$ cat src/rtl/ramb16_s2_pkg.sv
`default_nettype none
// ============================================================================
//  Module      : ramb16_s2_pkg
//  Description : Shared types, geometry constants and lane-select helper for
//                the byte-wide front end of an 8K x 2 block RAM.
//  Revision    : 1.0 - initial release
// ============================================================================
package ramb16_s2_pkg;

  // Front-end sequencing states
  typedef enum logic [1:0] {
    IDLE = 2'd0,
    WR   = 2'd1,
    RD   = 2'd2,
    RSP  = 2'd3
  } state_e;

  // Byte <-> RAM geometry
  localparam int BEATS      = 4;   // 2-bit beats per byte
  localparam int BEAT_W     = 2;   // RAM data width
  localparam int RAM_RD_LAT = 1;   // DO valid this many cycles after a read edge
  localparam int RAM_AW     = 13;  // RAM word address width
  localparam int BYTE_AW    = 11;  // byte address width

  localparam logic [BEAT_W-1:0] LAST_BEAT = BEAT_W'(BEATS - 1);

  // Map a beat index to the bit-pair (lane) of the byte it carries.
  // Lane n covers byte bits [2n+1:2n].
  function automatic logic [BEAT_W-1:0] lane_sel(input logic [BEAT_W-1:0] beat,
                                                 input logic              msb_first);
    return msb_first ? (LAST_BEAT - beat) : beat;
  endfunction

endpackage
`default_nettype wire

$ cat src/rtl/ramb16_s2_byte_gather.sv
`default_nettype none
// ============================================================================
//  Module      : ramb16_s2_byte_gather
//  Description : Collects 2-bit RAM read beats into one byte. Each captured
//                beat overwrites the lane selected by its beat index; the
//                merged byte (including the beat being captured this cycle)
//                is presented combinationally on byte_next.
//  Revision    : 1.0 - initial release
// ============================================================================
module ramb16_s2_byte_gather
  import ramb16_s2_pkg::*;
#(
  parameter string       LANE_ORDER = "LSB_FIRST",
  parameter logic [1:0]  SRVAL_OUT  = 2'b00
) (
  input  logic              clk,
  input  logic              rst,
  input  logic              cap_en,
  input  logic [BEAT_W-1:0] cap_beat,
  input  logic [BEAT_W-1:0] din,
  output logic [7:0]        byte_next
);

  localparam bit MSB_FIRST = (LANE_ORDER == "MSB_FIRST");

  logic [7:0]        gathered;
  logic [BEAT_W-1:0] lane;

  // Merge the incoming beat into its lane without waiting for the register
  always_comb begin
    lane      = lane_sel(cap_beat, MSB_FIRST);
    byte_next = gathered;
    if (cap_en) begin
      byte_next[{lane, 1'b0} +: BEAT_W] = din;
    end
  end

  // Hold partially gathered byte; idles at what the RAM drives after SSR
  always_ff @(posedge clk) begin
    if (rst) begin
      gathered <= {BEATS{SRVAL_OUT}};
    end else if (cap_en) begin
      gathered <= byte_next;
    end
  end

endmodule
`default_nettype wire

$ cat src/rtl/ramb16_s2_byte_port.sv
`default_nettype none
// ============================================================================
//  Module      : ramb16_s2_byte_port
//  Description : Byte-wide valid/ready command/response front end for an
//                8K x 2 single-port block RAM. Each byte command becomes four
//                2-bit RAM beats at {byte_addr, beat}; read beats are gathered
//                back into a byte and returned on the response channel.
//  Revision    : 1.0 - initial release
// ============================================================================
module ramb16_s2_byte_port
  import ramb16_s2_pkg::*;
#(
  parameter string      LANE_ORDER = "LSB_FIRST",
  parameter logic [1:0] SRVAL_OUT  = 2'b00
) (
  input  logic               clk,
  input  logic               rst,
  // command channel
  input  logic               cmd_valid,
  output logic               cmd_ready,
  input  logic               cmd_we,
  input  logic [BYTE_AW-1:0] cmd_addr,
  input  logic [7:0]         cmd_wdata,
  // response channel
  output logic               rsp_valid,
  input  logic               rsp_ready,
  output logic [7:0]         rsp_rdata,
  // RAM side
  output logic [RAM_AW-1:0]  ram_addr,
  output logic [BEAT_W-1:0]  ram_di,
  output logic               ram_en,
  output logic               ram_we,
  output logic               ram_ssr,
  input  logic [BEAT_W-1:0]  ram_do
);

  localparam bit MSB_FIRST = (LANE_ORDER == "MSB_FIRST");

  state_e             state;
  logic [BEAT_W-1:0]  beat;
  logic [BEAT_W-1:0]  beat_nxt;
  logic [BYTE_AW-1:0] addr_q;
  logic [7:0]         wdata_q;

  // Read-capture tracking: one slot per cycle of RAM read latency
  logic               cap_v [RAM_RD_LAT];
  logic [BEAT_W-1:0]  cap_b [RAM_RD_LAT];
  logic               rd_issue;
  logic               last_cap;
  logic [7:0]         byte_next;

  // Bit pair of a byte carried by a given beat
  function automatic logic [BEAT_W-1:0] pick(input logic [7:0]        b,
                                             input logic [BEAT_W-1:0] bt);
    return b[{lane_sel(bt, MSB_FIRST), 1'b0} +: BEAT_W];
  endfunction

  assign beat_nxt = beat + 2'd1;
  assign rd_issue = ram_en & ~ram_we;
  assign last_cap = cap_v[RAM_RD_LAT-1] && (cap_b[RAM_RD_LAT-1] == LAST_BEAT);

  // SSR is never used: the gather path starts each byte from scratch
  assign ram_ssr = 1'b0;

  // Delay each issued read beat's index until its DO arrives
  always_ff @(posedge clk) begin
    if (rst) begin
      for (int i = 0; i < RAM_RD_LAT; i++) begin
        cap_v[i] <= 1'b0;
        cap_b[i] <= '0;
      end
    end else begin
      cap_v[0] <= rd_issue;
      cap_b[0] <= ram_addr[BEAT_W-1:0];
      for (int i = 1; i < RAM_RD_LAT; i++) begin
        cap_v[i] <= cap_v[i-1];
        cap_b[i] <= cap_b[i-1];
      end
    end
  end

  ramb16_s2_byte_gather #(
    .LANE_ORDER (LANE_ORDER),
    .SRVAL_OUT  (SRVAL_OUT)
  ) u_gather (
    .clk       (clk),
    .rst       (rst),
    .cap_en    (cap_v[RAM_RD_LAT-1]),
    .cap_beat  (cap_b[RAM_RD_LAT-1]),
    .din       (ram_do),
    .byte_next (byte_next)
  );

  // Command sequencing, beat generation and registered RAM/response drive
  always_ff @(posedge clk) begin
    if (rst) begin
      state     <= IDLE;
      beat      <= '0;
      addr_q    <= '0;
      wdata_q   <= '0;
      cmd_ready <= 1'b1;
      rsp_valid <= 1'b0;
      rsp_rdata <= '0;
      ram_en    <= 1'b0;
      ram_we    <= 1'b0;
      ram_addr  <= '0;
      ram_di    <= '0;
    end else begin
      case (state)
        IDLE: begin
          if (cmd_valid) begin
            // Latch the command; later input changes are ignored
            addr_q    <= cmd_addr;
            wdata_q   <= cmd_wdata;
            beat      <= '0;
            cmd_ready <= 1'b0;
            ram_en    <= 1'b1;
            ram_we    <= cmd_we;
            ram_addr  <= {cmd_addr, 2'b00};
            ram_di    <= cmd_we ? pick(cmd_wdata, 2'b00) : 2'b00;
            state     <= cmd_we ? WR : RD;
          end
        end

        WR: begin
          if (beat == LAST_BEAT) begin
            ram_en    <= 1'b0;
            ram_we    <= 1'b0;
            ram_di    <= '0;
            cmd_ready <= 1'b1;
            state     <= IDLE;
          end else begin
            beat     <= beat_nxt;
            ram_addr <= {addr_q, beat_nxt};
            ram_di   <= pick(wdata_q, beat_nxt);
          end
        end

        RD: begin
          // Issue side: stop enabling the RAM after the last beat
          if (ram_en) begin
            if (beat == LAST_BEAT) begin
              ram_en <= 1'b0;
            end else begin
              beat     <= beat_nxt;
              ram_addr <= {addr_q, beat_nxt};
            end
          end
          // Capture side: the byte is complete once the last beat lands
          if (last_cap) begin
            rsp_valid <= 1'b1;
            rsp_rdata <= byte_next;
            state     <= RSP;
          end
        end

        RSP: begin
          if (rsp_ready) begin
            rsp_valid <= 1'b0;
            cmd_ready <= 1'b1;
            state     <= IDLE;
          end
        end

        default: begin
          state <= IDLE;
        end
      endcase
    end
  end

endmodule
`default_nettype wire

$ cat config.mk
export PLATFORM = sky130hd
export DESIGN_NAME = ramb16_s2_byte_port
export DESIGN_NICKNAME = d
export VERILOG_FILES = /design/src/rtl/ramb16_s2_pkg.sv /design/src/rtl/ramb16_s2_byte_gather.sv /design/src/rtl/ramb16_s2_byte_port.sv
export SDC_FILE = /design/constraint.sdc
export NUM_CORES = 1
export LEC_CHECK = 0
export ABC_AREA = 1
export BUFFER_PORTS_ARGS = -buffer_cell sky130_fd_sc_hd__buf_2
export CAP_MARGIN = 10
export CORE_UTILIZATION = 40
export CTS_CLUSTER_DIAMETER = 30
export DETAILED_ROUTE_END_ITERATION = 8
export PLACE_DENSITY = 0.64
export SETUP_SLACK_MARGIN = 0.15
export SYNTH_ARGS = -nofsm -noshare
export SYNTH_HDL_FRONTEND = slang
export SYNTH_SLANG_ARGS = --single-unit
$ cat constraint.sdc
create_clock -name clk -period 2.4 [get_ports clk]
set_input_delay 0.24 -clock clk [delete_from_list [all_inputs] [get_ports clk]]
set_output_delay 0.24 -clock clk [all_outputs]
set_load 0.03 [all_outputs]
==> summary.txt <==
cells after synthesis: 373
largest net degree at the start of global routing: 46
WHS: 0.147 ns
Port-buffer cells: 52
Die X: 84.5 um
wirelength, routed: 6000 um
Power Total: 4.01 mW
clk root buf: clkbuf_8
Area growth syn-to-layout: 16.8%
global-route wire length before repair: 10,800 um
Fin. Hold Viols: 0
M1 WL: 2890 um
vias in the first global route: 2,390
asr flop ratio synth: 0%
Die Height: 84.5 um
post-layout util: 49.2%
setup_tns: 0 ns
CP max-delay cell: dfxtp_1
FF-to-FF Start: state[1]
post_cts resized: 0
crit path cell chain: inv_1 -> ha_1 -> nand2_1 -> nand2_1 -> nor2_4 -> inv_4 -> nor2_2 -> nor2_1
Tmin final: 1.74 ns
DR top layer: met4
met3 WL post-DR: 302 um
top_reg_cell synth: dfxtp_1
clock buffer depth: 2
Setup crit start: state[1]
CTS tree: done
status: finished, violations left
Post-CTS Hold Buffers: 0
Worst EP arrival: 1.97 ns
Power Density: 1260 nW/um^2
DPL Wire Length: 4090 um
TritonCTS buffer count: 9
ant diodes: 0
final layout net count: 459
CTS Sinks: 57
leakage: 1.61 nW
grt total ovfl: 0
fin. max-slew vios: 0
Max VDD drop: 0.744 mV
min-delay worst type: input pin to flip-flop
CP Data Required Time: 2.63 ns
Worst-Skew Late Latency: 0.34 ns
wire length on met2: 2740 um
final setup fails: 0
vias: 2,427
row count: 29
RSZ-0062 raised after global routing: no
Largest stage delay, worst path: 0.39 ns
total of max-cap violations: 0
Final Instance Area: 3180 um^2
YS warnings: 0
Clock Skew: 0.00441 ns
Die ar.: 7140 um^2
1st-pass router iterations: 7
Post-DRT Antenna Nets: 0
Cell Area, Placed: 2970 um^2
Fmax achieved: 576 MHz
initial DRC count: 126
number of setup buffers added after CTS: 0
final period utilization: 72.4%
mapped cell area: 2720 um^2
syn_area_per_cell: 7.30 um^2
register area share after synthesis: 41.9%
Netlist cell types: 30
CP most frequent cell: nand2_1
EDFF count, synth: 0
GR Util All Layers: 19.3%
layout cells sized above 1: 21.5%
RD Place Congestion: 0.793
initial antenna violation count: 0
crit path kind: flip-flop to flip-flop
Crit. End Element: flip-flop
violated checks: design-rule violations
Via density: 4.82
critical path launch point type: flip-flop
DRC: 11
io pins: 54
Syn Nets: 410
WL/cell: 11.9 um
CP Max Fanout: 14
initial core utilization: 42.2%
clk slew on worst S/H paths: 0.06 ns
H-Tree Depth: 3
Seq cells post-synth: 57
Core Region: 6460 um^2
hold path start: cmd_addr[1]
-- metrics by stage --
step | setup slack, ns | cells
after floorplan | 0.910 | 373
after global placement | 0.736 | 488
after detailed placement | 0.681 | 488
after CTS | 0.677 | 504
after global routing | 0.460 | 504
final | 0.663 | 504
-- layout by cell type (no fill, tap or decap), drive strengths merged --
cell type  Yosys  final
buf           15     54
clkbuf         1     14
and3           2      2
ha            11     11
clkinv         0      1
o211ai         1      1
nor3           3      3
nand3         16     16
bufinv         0      1
o21a           6      6
nand2         91     91
nor2          56     56
conb           1      1
inv           43     43
a21boi         1      1
o21ai         42     42
nand4          7      7
a21oi         20     20
dfxtp         57     57
-- worst paths after layout --
path	to	slack, ns	depth (start not counted)
max	ram_addr[7]	0.66	8
min	addr_q[1]	0.15	3
max reg2reg	ram_addr[7]	0.66	8
min reg2reg	wdata_q[0]	0.46	2
-- metal layers --
metal	vias up	track usage [%]
met5	-	0
met4	0	6.47
met3	7	6.88
met2	58	32.5
met1	1076	22.7
li1	1286	-
-- state kept, by name, summed over array words and instances, names as in the netlist --
register	cells
ram_we	1
rsp_rdata	8
beat	1
addr_q	11
state	2
rsp_valid	1
ram_addr	12
u_gather.gathered	6
cmd_ready	1
wdata_q	8
ram_en	1
ram_di	2
cap_b	2
cap_v	1
-- power breakdown --
| group | total [mW] | leakage (nW) | switching [mW] | internal [mW] |
|---|---|---|---|---|
| registers | 1.33 | 0.468 | 0.145 | 1.19 |
| clock network | 0.939 | 0.107 | 0.375 | 0.564 |
| logic | 1.73 | 1.04 | 1.21 | 0.525 |
-- synth_stat cells, types with 3 or more instances --
master | number | share of area [%]
nand2_1 | 88 | 12
dfxtp_1 | 57 | 42
nor2_1 | 45 | 6.2
inv_1 | 38 | 5.2
o21ai_1 | 22 | 4.0
a21oi_1 | 18 | 3.3
o21ai_0 | 17 | 3.1
nand3_1 | 16 | 2.9
ha_1 | 11 | 5.1
nor2_2 | 8 | 1.8
buf_2 | 7 | 1.3
nand4_1 | 7 | 1.6
o21a_1 | 6 | 1.7
buf_6 | 5 | 2.1
inv_2 | 3 | 0.41
nand2_2 | 3 | 0.69
nor3_1 | 3 | 0.55
o21ai_2 | 3 | 0.97
-- final cells by class --
class                           instances  area [um^2]
Fill cell                             666         3280
Multi-Input combinational cell        257         1290
Sequential cell                        57         1140
Timing Repair Buffer                   54          275
Clock buffer                           14          173
Inverter                               43          166
Tap cell                               77         96.3
Clock inverter                          2         35.0
-- logic make-up (layout without fill, tap and decap cells) --
group | after synthesis | in the layout | share of synthesized area, %
fa+ha+maj | 11 | 11 | 5.06
compound gates | 70 | 70 | 14.3
flops | 57 | 57 | 41.9
other cells | 1 | 1 | 0.138
buf+inv | 59 | 113 | 10.6
simple gates | 175 | 175 | 28.0
-- worst max-delay path: cells and delay by family (launching register included) --
family	cells	cell delay [ns]
DFF	1	0.39
buffers and inverters	2	0.27
adders and majority gates	1	0.31
and+or+nand+nor	5	0.64
Note: power is estimated with default switching activity, not from simulation.
